## src/rtl/fpmul_link_pkg.sv

```systemverilog
// rtl/fpmul_link_pkg.sv - shared states, pin field positions and error codes for the fpmul pin link
package fpmul_link_pkg;

    typedef enum logic [1:0] {
        ST_IDLE = 2'd0,
        ST_SEND = 2'd1,
        ST_WAIT = 2'd2,
        ST_DONE = 2'd3
    } link_state_e;

    localparam int PO_W        = 23;
    localparam int PO_STROBE   = 22;
    localparam int PO_SEL_LSB  = 20;
    localparam int PO_HALF_LSB = 0;

    localparam int PI_W        = 12;
    localparam int PI_RVALID   = 11;
    localparam int PI_IDX_LSB  = 8;
    localparam int PI_BYTE_LSB = 0;

    localparam int NUM_BEATS = 4;

    localparam logic [1:0] ERR_OK      = 2'd0;
    localparam logic [1:0] ERR_TIMEOUT = 2'd1;
    localparam logic [1:0] ERR_SEQ     = 2'd2;

    function automatic logic [PO_W-1:0] pin_word(input logic [1:0] sel, input logic [15:0] half);
        logic [PO_W-1:0] w;
        w                       = '0;
        w[PO_STROBE]            = 1'b1;
        w[PO_SEL_LSB +: 2]      = sel;
        w[PO_HALF_LSB +: 16]    = half;
        return w;
    endfunction

endpackage

```

## src/rtl/fpmul_link_rx.sv

```systemverilog
// rtl/fpmul_link_rx.sv - pin_in capture, beat order check, byte assembly and idle timeout
module fpmul_link_rx
    import fpmul_link_pkg::*;
#(
    parameter int TIMEOUT = 1023
) (
    input  logic            clk_i,
    input  logic            rst_i,
    input  logic            start_i,
    input  logic            active_i,
    input  logic [PI_W-1:0] pin_in_i,
    output logic            done_o,
    output logic [31:0]     data_o,
    output logic [1:0]      err_o
);

    localparam int            CW      = $clog2(TIMEOUT + 1);
    localparam logic [CW-1:0] CNT_MAX = CW'(TIMEOUT);

    logic [PI_W-1:0] pin_q;
    logic [1:0]      exp_q, exp_d;
    logic [CW-1:0]   cnt_q, cnt_d;
    logic [31:0]     data_q, data_d;
    logic [1:0]      err_q, err_d;

    logic       beat;
    logic [2:0] beat_idx;
    logic [7:0] beat_byte;

    assign beat      = pin_q[PI_RVALID];
    assign beat_idx  = pin_q[PI_IDX_LSB +: 3];
    assign beat_byte = pin_q[PI_BYTE_LSB +: 8];

    always_comb begin
        exp_d  = exp_q;
        cnt_d  = cnt_q;
        data_d = data_q;
        err_d  = err_q;
        done_o = 1'b0;
        if (start_i) begin
            exp_d  = '0;
            cnt_d  = '0;
            data_d = '0;
            err_d  = ERR_OK;
        end else if (active_i) begin
            // A beat in the same cycle the counter expires still counts.
            if (beat) begin
                cnt_d = '0;
                if (beat_idx == {1'b0, exp_q}) begin
                    data_d[{exp_q, 3'b000} +: 8] = beat_byte;
                    exp_d  = exp_q + 2'd1;
                    done_o = (exp_q == 2'(NUM_BEATS - 1));
                end else begin
                    err_d  = ERR_SEQ;
                    done_o = 1'b1;
                end
            end else if (cnt_q == CNT_MAX) begin
                err_d  = ERR_TIMEOUT;
                done_o = 1'b1;
            end else begin
                cnt_d = cnt_q + CW'(1);
            end
        end
    end

    always_ff @(posedge clk_i or posedge rst_i) begin
        if (rst_i) begin
            pin_q  <= '0;
            exp_q  <= '0;
            cnt_q  <= '0;
            data_q <= '0;
            err_q  <= ERR_OK;
        end else begin
            pin_q  <= pin_in_i;
            exp_q  <= exp_d;
            cnt_q  <= cnt_d;
            data_q <= data_d;
            err_q  <= err_d;
        end
    end

    assign data_o = data_q;
    assign err_o  = err_q;

endmodule

```

## src/rtl/fpmul_pin_driver.sv

```systemverilog
// rtl/fpmul_pin_driver.sv - host link master serializing operands to the fpmul pins and collecting the product
module fpmul_pin_driver
    import fpmul_link_pkg::*;
#(
    parameter int TIMEOUT = 1023
) (
    input  logic        wb_clk_i,
    input  logic        wb_rst_i,
    input  logic        op_valid,
    output logic        op_ready,
    input  logic [31:0] op_a,
    input  logic [31:0] op_b,
    output logic        res_valid,
    input  logic        res_ready,
    output logic [31:0] res_data,
    output logic [1:0]  res_err,
    output logic [22:0] pin_out,
    input  logic [11:0] pin_in,
    output logic        busy
);

    link_state_e     state_q, state_d;
    logic [1:0]      beat_q, beat_d;
    logic [63:0]     ops_q, ops_d;
    logic [PO_W-1:0] pin_out_q, pin_out_d;
    logic            rx_start;
    logic            rx_done;

    always_comb begin
        state_d   = state_q;
        beat_d    = beat_q;
        ops_d     = ops_q;
        pin_out_d = '0;
        rx_start  = 1'b0;
        case (state_q)
            ST_IDLE: begin
                if (op_valid) begin
                    ops_d     = {op_b, op_a};
                    beat_d    = 2'd0;
                    pin_out_d = pin_word(2'd0, op_a[15:0]);
                    rx_start  = 1'b1;
                    state_d   = ST_SEND;
                end
            end
            ST_SEND: begin
                if (beat_q == 2'(NUM_BEATS - 1)) begin
                    state_d = ST_WAIT;
                end else begin
                    // ops_q is {B, A}, so half-word index equals the beat number.
                    beat_d    = beat_q + 2'd1;
                    pin_out_d = pin_word(beat_d, ops_q[{beat_d, 4'b0000} +: 16]);
                end
            end
            ST_WAIT: begin
                if (rx_done) begin
                    state_d = ST_DONE;
                end
            end
            ST_DONE: begin
                if (res_ready) begin
                    state_d = ST_IDLE;
                end
            end
            default: state_d = ST_IDLE;
        endcase
    end

    always_ff @(posedge wb_clk_i or posedge wb_rst_i) begin
        if (wb_rst_i) begin
            state_q   <= ST_IDLE;
            beat_q    <= 2'd0;
            ops_q     <= '0;
            pin_out_q <= '0;
        end else begin
            state_q   <= state_d;
            beat_q    <= beat_d;
            ops_q     <= ops_d;
            pin_out_q <= pin_out_d;
        end
    end

    fpmul_link_rx #(
        .TIMEOUT (TIMEOUT)
    ) u_rx (
        .clk_i    (wb_clk_i),
        .rst_i    (wb_rst_i),
        .start_i  (rx_start),
        .active_i (state_q == ST_WAIT),
        .pin_in_i (pin_in),
        .done_o   (rx_done),
        .data_o   (res_data),
        .err_o    (res_err)
    );

    assign op_ready  = (state_q == ST_IDLE);
    assign res_valid = (state_q == ST_DONE);
    assign busy      = (state_q != ST_IDLE);
    assign pin_out   = pin_out_q;

endmodule

```

## config.mk

```make
export PLATFORM = sky130hd
export DESIGN_NAME = fpmul_pin_driver
export DESIGN_NICKNAME = d
export VERILOG_FILES = /design/src/rtl/fpmul_link_pkg.sv /design/src/rtl/fpmul_link_rx.sv /design/src/rtl/fpmul_pin_driver.sv
export SDC_FILE = /design/constraint.sdc
export NUM_CORES = 1
export LEC_CHECK = 0
export ABC_AREA = 0
export CAP_MARGIN = 10
export CORE_MARGIN = 2
export CORE_UTILIZATION = 57
export CTS_BUF_LIST = sky130_fd_sc_hd__clkbuf_8
export CTS_CLUSTER_SIZE = 30
export DETAILED_ROUTE_END_ITERATION = 6
export PLACE_DENSITY = 0.88
export RECOVER_POWER = 25
export SLEW_MARGIN = 0
export SYNTH_ARGS = -nofsm -noshare
export SYNTH_HDL_FRONTEND = slang
export SYNTH_HIERARCHICAL = 1
export SYNTH_SLANG_ARGS = --single-unit
export TNS_END_PERCENT = 100
```

## constraint.sdc

```tcl
create_clock -name wb_clk_i -period 7.3 [get_ports wb_clk_i]
set_input_delay 1.095 -clock wb_clk_i [delete_from_list [all_inputs] [get_ports wb_clk_i]]
set_output_delay 1.095 -clock wb_clk_i [all_outputs]
set_load 0.01 [all_outputs]
```

==> metrics.txt, run 1 <==
Post-Syn Area=a little under 7000 um^2; Clock Tree Buf Depth=2; Final Setup Violations=0; RR Startpoint=state_q[0]; Starting Density=58.8%; die area=~13,000 um^2; Arr. time, crit path=3.86 ns; post-CTS sizing=0; worst-path fanout max=58; worst hold path type=reg2reg; async set or reset register ratio after synthesis=100%; via count=about 5,400; cells after synthesis=674; die span in x=roughly 110 um; Filler Cell Count=~760; vias in the first global route=5,647; Routed Antenna Nets=0; TritonCTS buffer count=17; Top FF cell, synth=dfrtp_1; leakage=roughly 4 nW; Crit. End Element=async pin; clk root buf=clkbuf_8; fraction of layout cells with a size suffix above 1=9.33%; Sequential Area=approximately 3600 um^2; number of DRC markers in iteration 0=between 500 and 600; Setup crit start=wb_rst_i; diodes inserted=0; die height=113 um; f_max=between 200 and 300 MHz; status=finished with violations; drt total wl=between 15,000 and 20,000 um; CORE AREA=approximately 11,000 um^2; Nets=884; first-pass GRT wire length=about 27,000 um; number of flops mapped to enable cells by yosys=0; Slew Limit Fails=92; FP Rows=39; Max Cap Viol=2; final worst slack=3.32 ns; Total GRT Usage=a little over a quarter; register area share after synthesis=53.8%; post-CTS setup buffer count=0; routed len/inst=17.6 um; Layout area overhead=26.1%; Warnings, synthesis=6; pre-CTS WS=approximately 3.4 ns; failing checks=max-capacitance violations, max-slew violations; CTS tree=yes; worst-margin pin slew=roughly 3 ns; Tmin final=roughly 4.0 ns; Critical R2R Capture=u_rx/data_o[14]; peak supply drop=~300 uV; largest net degree at the start of global routing=a little under 90; DRC violation count after routing=0; H-tree levels=4; HPWL Detailed=about 11,000 um; Slew Limit Headroom=-100%; period utilisation layout=54.5%; Top Ports=140; clk_skew=0.00925 ns; initial antenna violation count=0; setup slack, reg-to-reg=roughly 4.1 ns; number of library cell types mapped by synthesis=56; crit start category=input port; Congestion Overflow GR=0; DR pass1 iterations=5; CP Capture Point=u_rx/exp_q[1]; type of the worst setup path=in2async; clk sinks=145; post-synthesis area per instance=about 10 um^2; power per cell area=359 nW/um^2; multi-input logic area=~2800 um^2; Reg2Reg Depth=9; later-pin clock latency in the skew report=between 0.4 and 0.5 ns; CTS Hold Bufs=0; RSZ-0062 raised after global routing=false; vias per inst=5.71; clk slew on worst S/H paths=0.07 ns; Final Hold Fails=0; Crit path required time=~7 ns; gpl congestion=between 0.8 and 0.9; Yosys reg bits=between 100 and 150; Fin Setup TNS=0 ns; IO buf count=roughly 140
## flip-flops by register name, indices dropped and copies added, names as in the netlist
register     flops
beat_q           2
ops_q           64
pin_out         19
state_q          2
u_rx/cnt_q      10
u_rx/data_o     32
u_rx/err_o       2
u_rx/exp_q       2
u_rx/pin_q      12
## per-stage QoR
stage / power [mW] / util, % / hold slack (ns) / instances / area [um^2]
6_report: 3.05 / 74.1 / 0.477 / 947 / 8500
2_1_floorplan: 1.98 / - / 0.439 / 677 / 6750
3_5_place_dp: 2.34 / 70.3 / 0.457 / 915 / 8060
3_3_place_gp: 2.27 / 70.3 / 0.450 / 915 / 8060
4_1_cts: 3.05 / 74.2 / 0.481 / 947 / 8510
5_1_grt: 3.23 / 74.1 / 0.492 / 947 / 8500
## kinds of logic after synthesis
logic type	count (synthesis)	synth area share [%]
muxes	67	10.7
adders and majority gates	13	2.41
DFF	145	53.8
xor gates and xnor gates	2	0.371
buffers and inverters	58	4.66
other	1	0.0556
AOI/OAI and AO/OA	53	6.38
and+or+nand+nor	335	21.6
## layout by cell type, fill, tap and decap left out, types with 5 or more instances in the layout
cell / synthesis / final
nand2_1: 258 / 257
a22oi_1: 13 / 13
nand2b_1: 6 / 6
nor2_1: 5 / 5
mux2_2: 27 / 27
clkdlybuf4s50_1: 0 / 121
clkbuf_8: 0 / 21
inv_1: 13 / 11
dfrtp_1: 145 / 145
ha_1: 13 / 13
nand3_1: 32 / 32
a211oi_1: 6 / 6
mux2i_1: 35 / 35
dlygate4sd3_1: 0 / 14
## worst min path at each step
stage | start | to | slack, ns | depth (start not counted)
6_report | ops_q[53] | ops_q[53] | 0.48 | 2
5_1_grt | ops_q[42] | ops_q[42] | 0.49 | 2
4_1_cts | ops_q[35] | ops_q[35] | 0.48 | 2
3_5_place_dp | ops_q[42] | ops_q[42] | 0.46 | 2
3_3_place_gp | ops_q[15] | ops_q[15] | 0.45 | 2
2_1_floorplan | ops_q[0] | ops_q[0] | 0.44 | 2
## cells in the mapped netlist, drive strengths merged (3+ instances only)
cell type,n,area (um^2)
mux2i,35,350
nor4,4,40.0
nor2b,3,18.8
a2111oi,3,26.3
o21ai,4,20.0
mux2,32,368
dfrtp,145,3630
a32o,3,30.0
and2,3,18.8
ha,13,163
and3,4,25.0
a31oi,4,25.0
nand4,4,25.0
a22oi,15,123
nor3b,4,40.0
nand3,32,160
nand2,258,968
clkbuf,15,57.6
inv,13,48.8
a211oi,6,45.0
or4,4,30.0
a41oi,3,26.3
nor2,5,18.8
nand2b,6,37.5
nor4b,3,38.8
buf,30,208
## worst max-delay path, stage by stage
cell           delay, ns
dlygate4sd3_1       0.57
clkinv_1            0.06
clkbuf_1            2.11
## metal layers
layer  routed length [um]  GRT usage (%)  vias up
li1                     -              -     2484
met1                 6790           35.0     2623
met2                 8280           44.6      266
met3                 1220           6.96       38
met4                  419           11.5        0
met5                    0              0        -
## final cells by class
cell class	count	share of cell area, %
Timing Repair Buffer	140	16.3
Tap cell	143	2.11
Sequential cell	145	42.7
Multi-Input combinational cell	474	33.1
Clock buffer	21	3.40
Inverter	13	0.589
Clock inverter	11	1.87
## where the power goes
part | leakage, nW | internal, mW | switching [mW]
registers | 1.88 | 1.06 | 0.164
clock network | 0.229 | 0.405 | 0.293
logic | 1.99 | 0.523 | 0.610
total | 4.10 | 1.98 | 1.07
Note: power is estimated with default switching activity, not from simulation.
==> inputs of run 2 (changes only) <==
CORE_UTILIZATION = 48   (was 57)
PLACE_DENSITY = 0.79   (was 0.88)
clock period = 3.21 ns   (was 7.3 ns; I/O delays follow)
==> run 2 against run 1 <==
The flow still finishes with violations (max-capacitance violations, max-slew violations). Clock power increased by 110%. Setup slack got worse by 2.6 ns. Worst hold slack got worse by 0.0049 ns. Largest power group unchanged.
==> metrics.txt, run 2 (same netlist as run 1, synthesis figures left out) <==
status=finished with violations; failing checks=max-capacitance violations, max-slew violations; post-CTS setup buffer count=0; Crit path required time=~3.5 ns; power per cell area=between 700 and 800 nW/um^2; worst-path fanout max=10; final worst slack=0.702 ns; largest net degree at the start of global routing=66; Top delay family on crit path=compound AO/OA/AOI/OAI gates; Congestion Overflow GR=0; leakage=4.13 nW; Clock Tree Buf Depth=2; Starting Density=between 40% and 50%; number of DRC markers in iteration 0=between 400 and 500; die span in x=123 um; Tmin final=2.51 ns; DRC violation count after routing=0; Slew Limit Headroom=-31.8%; Max Cap Viol=1; clk root buf=clkbuf_8; die height=~120 um; slowest stage cell, crit path=dfrtp_1; clk slew on worst S/H paths=0.07 ns; IO buf count=roughly 140; FP Rows=43; Sequential Area=between 3000 and 4000 um^2; Routed Antenna Nets=0; vias per inst=roughly 5.4; Final Hold Fails=0; TritonCTS buffer count=17; die area=15,000 um^2; crit start category=flop; type of the worst setup path=reg2reg; Fin Setup TNS=0 ns; CTS Hold Bufs=0; CTS tree=yes; f_max=about 400 MHz; CORE AREA=approximately 14,000 um^2; Filler Cell Count=roughly 1,100; Total GRT Usage=23.2%; RSZ-0062 raised after global routing=false; worst-margin pin slew=1.97 ns; Slew Limit Fails=between 40 and 50; initial antenna violation count=0; worst hold path type=reg2reg; clk sinks=around 150; Crit path largest cell delay=around 0.48 ns; drt total wl=between 15,000 and 20,000 um; H-tree levels=4; Layout area overhead=26.9%; clk_skew=~0.01 ns; period utilisation layout=78.1%; number of buffers and inverters on the critical path=0; first-pass GRT wire length=roughly 27,000 um; Final Setup Violations=0; multi-input logic area=between 2000 and 3000 um^2; commonest non-fill, non-tap cell in the layout=nand2_1; diodes inserted=0; Top Ports=140; via count=5,361; max reg flops=64; Crit. End Element=flop; crit-path cells=ha_1, and2_1, a31oi_1, a2111oi_0, nand2b_1, o2111a_1, mux2_1; routed len/inst=~17 um; peak supply drop=roughly 330 uV; most frequent cells in the layout=nand2_1, dfrtp_1, clkdlybuf4s50_1, mux2i_1, nand3_1; HPWL Detailed=11,400 um; final hold slack=around 0.47 ns; fraction of layout cells with a size suffix above 1=between 10% and 20%; register with the most flip-flops=ops_q; gpl congestion=between 0.9 and 1; post-CTS sizing=0; DR pass1 iterations=5; Arr. time, crit path=2.83 ns; Nets=about 890; later-pin clock latency in the skew report=approximately 0.44 ns; pre-CTS WS=approximately 0.8 ns; vias in the first global route=about 5,500
[run 2: power breakdown]
| part | total (mW) | internal [mW] | switching (mW) |
|---|---|---|---|
| Combinational | 2.55 | 1.20 | 1.35 |
| Clock | 1.44 | 0.798 | 0.642 |
| Sequential | 2.77 | 2.40 | 0.367 |
| Total | 6.76 | 4.40 | 2.36 |
[run 2: final timing paths]
path,start,slack [ns],end,depth (start not counted)
min in group asynchronous,wb_rst_i,0.90,u_rx/cnt_q[0],2
worst min-delay path,ops_q[30],0.47,ops_q[30],2
max in group asynchronous,wb_rst_i,1.17,ops_q[41],3
worst min register to register,ops_q[30],0.47,ops_q[30],2
worst max-delay path,u_rx/cnt_q[0],0.70,state_q[1],7
worst max register to register,u_rx/cnt_q[0],0.70,state_q[1],7
[run 2: tightest hold or removal path, cell delays in order (launching register included)]
cell and delay, ns:
dfrtp_1 0.34, nand2_1 0.05, nand2_1 0.05
[run 2: final cells by class]
cell class                 instances  share of cell area (%)
tap                              180                    2.63
clock inverter                     7                   0.965
sequential                       145                    42.4
clock buffer                      23                    3.70
multi-input combinational        474                    32.9
timing repair buffer             147                    16.8
inverter                          13                   0.585
[run 2: through the flow]
step	power (mW)	instances	instance area (um^2)	util (%)
floorplan	4.50	677	6750	-
global placement	5.20	959	8160	59.2
detailed placement	5.33	959	8160	59.2
CTS	6.79	989	8560	62.1
global route	7.21	989	8560	62.1
finish	6.76	989	8560	62.1
[run 2: per-layer routing]
layer | track usage (%) | vias to the layer above | wire, um
met3 | 6.55 | 35 | 1370
met1 | 29.5 | 2571 | 6960
met2 | 37.1 | 246 | 7880
li1 | - | 2509 | -
met4 | 10.3 | 0 | 384
met5 | 0 | - | 0
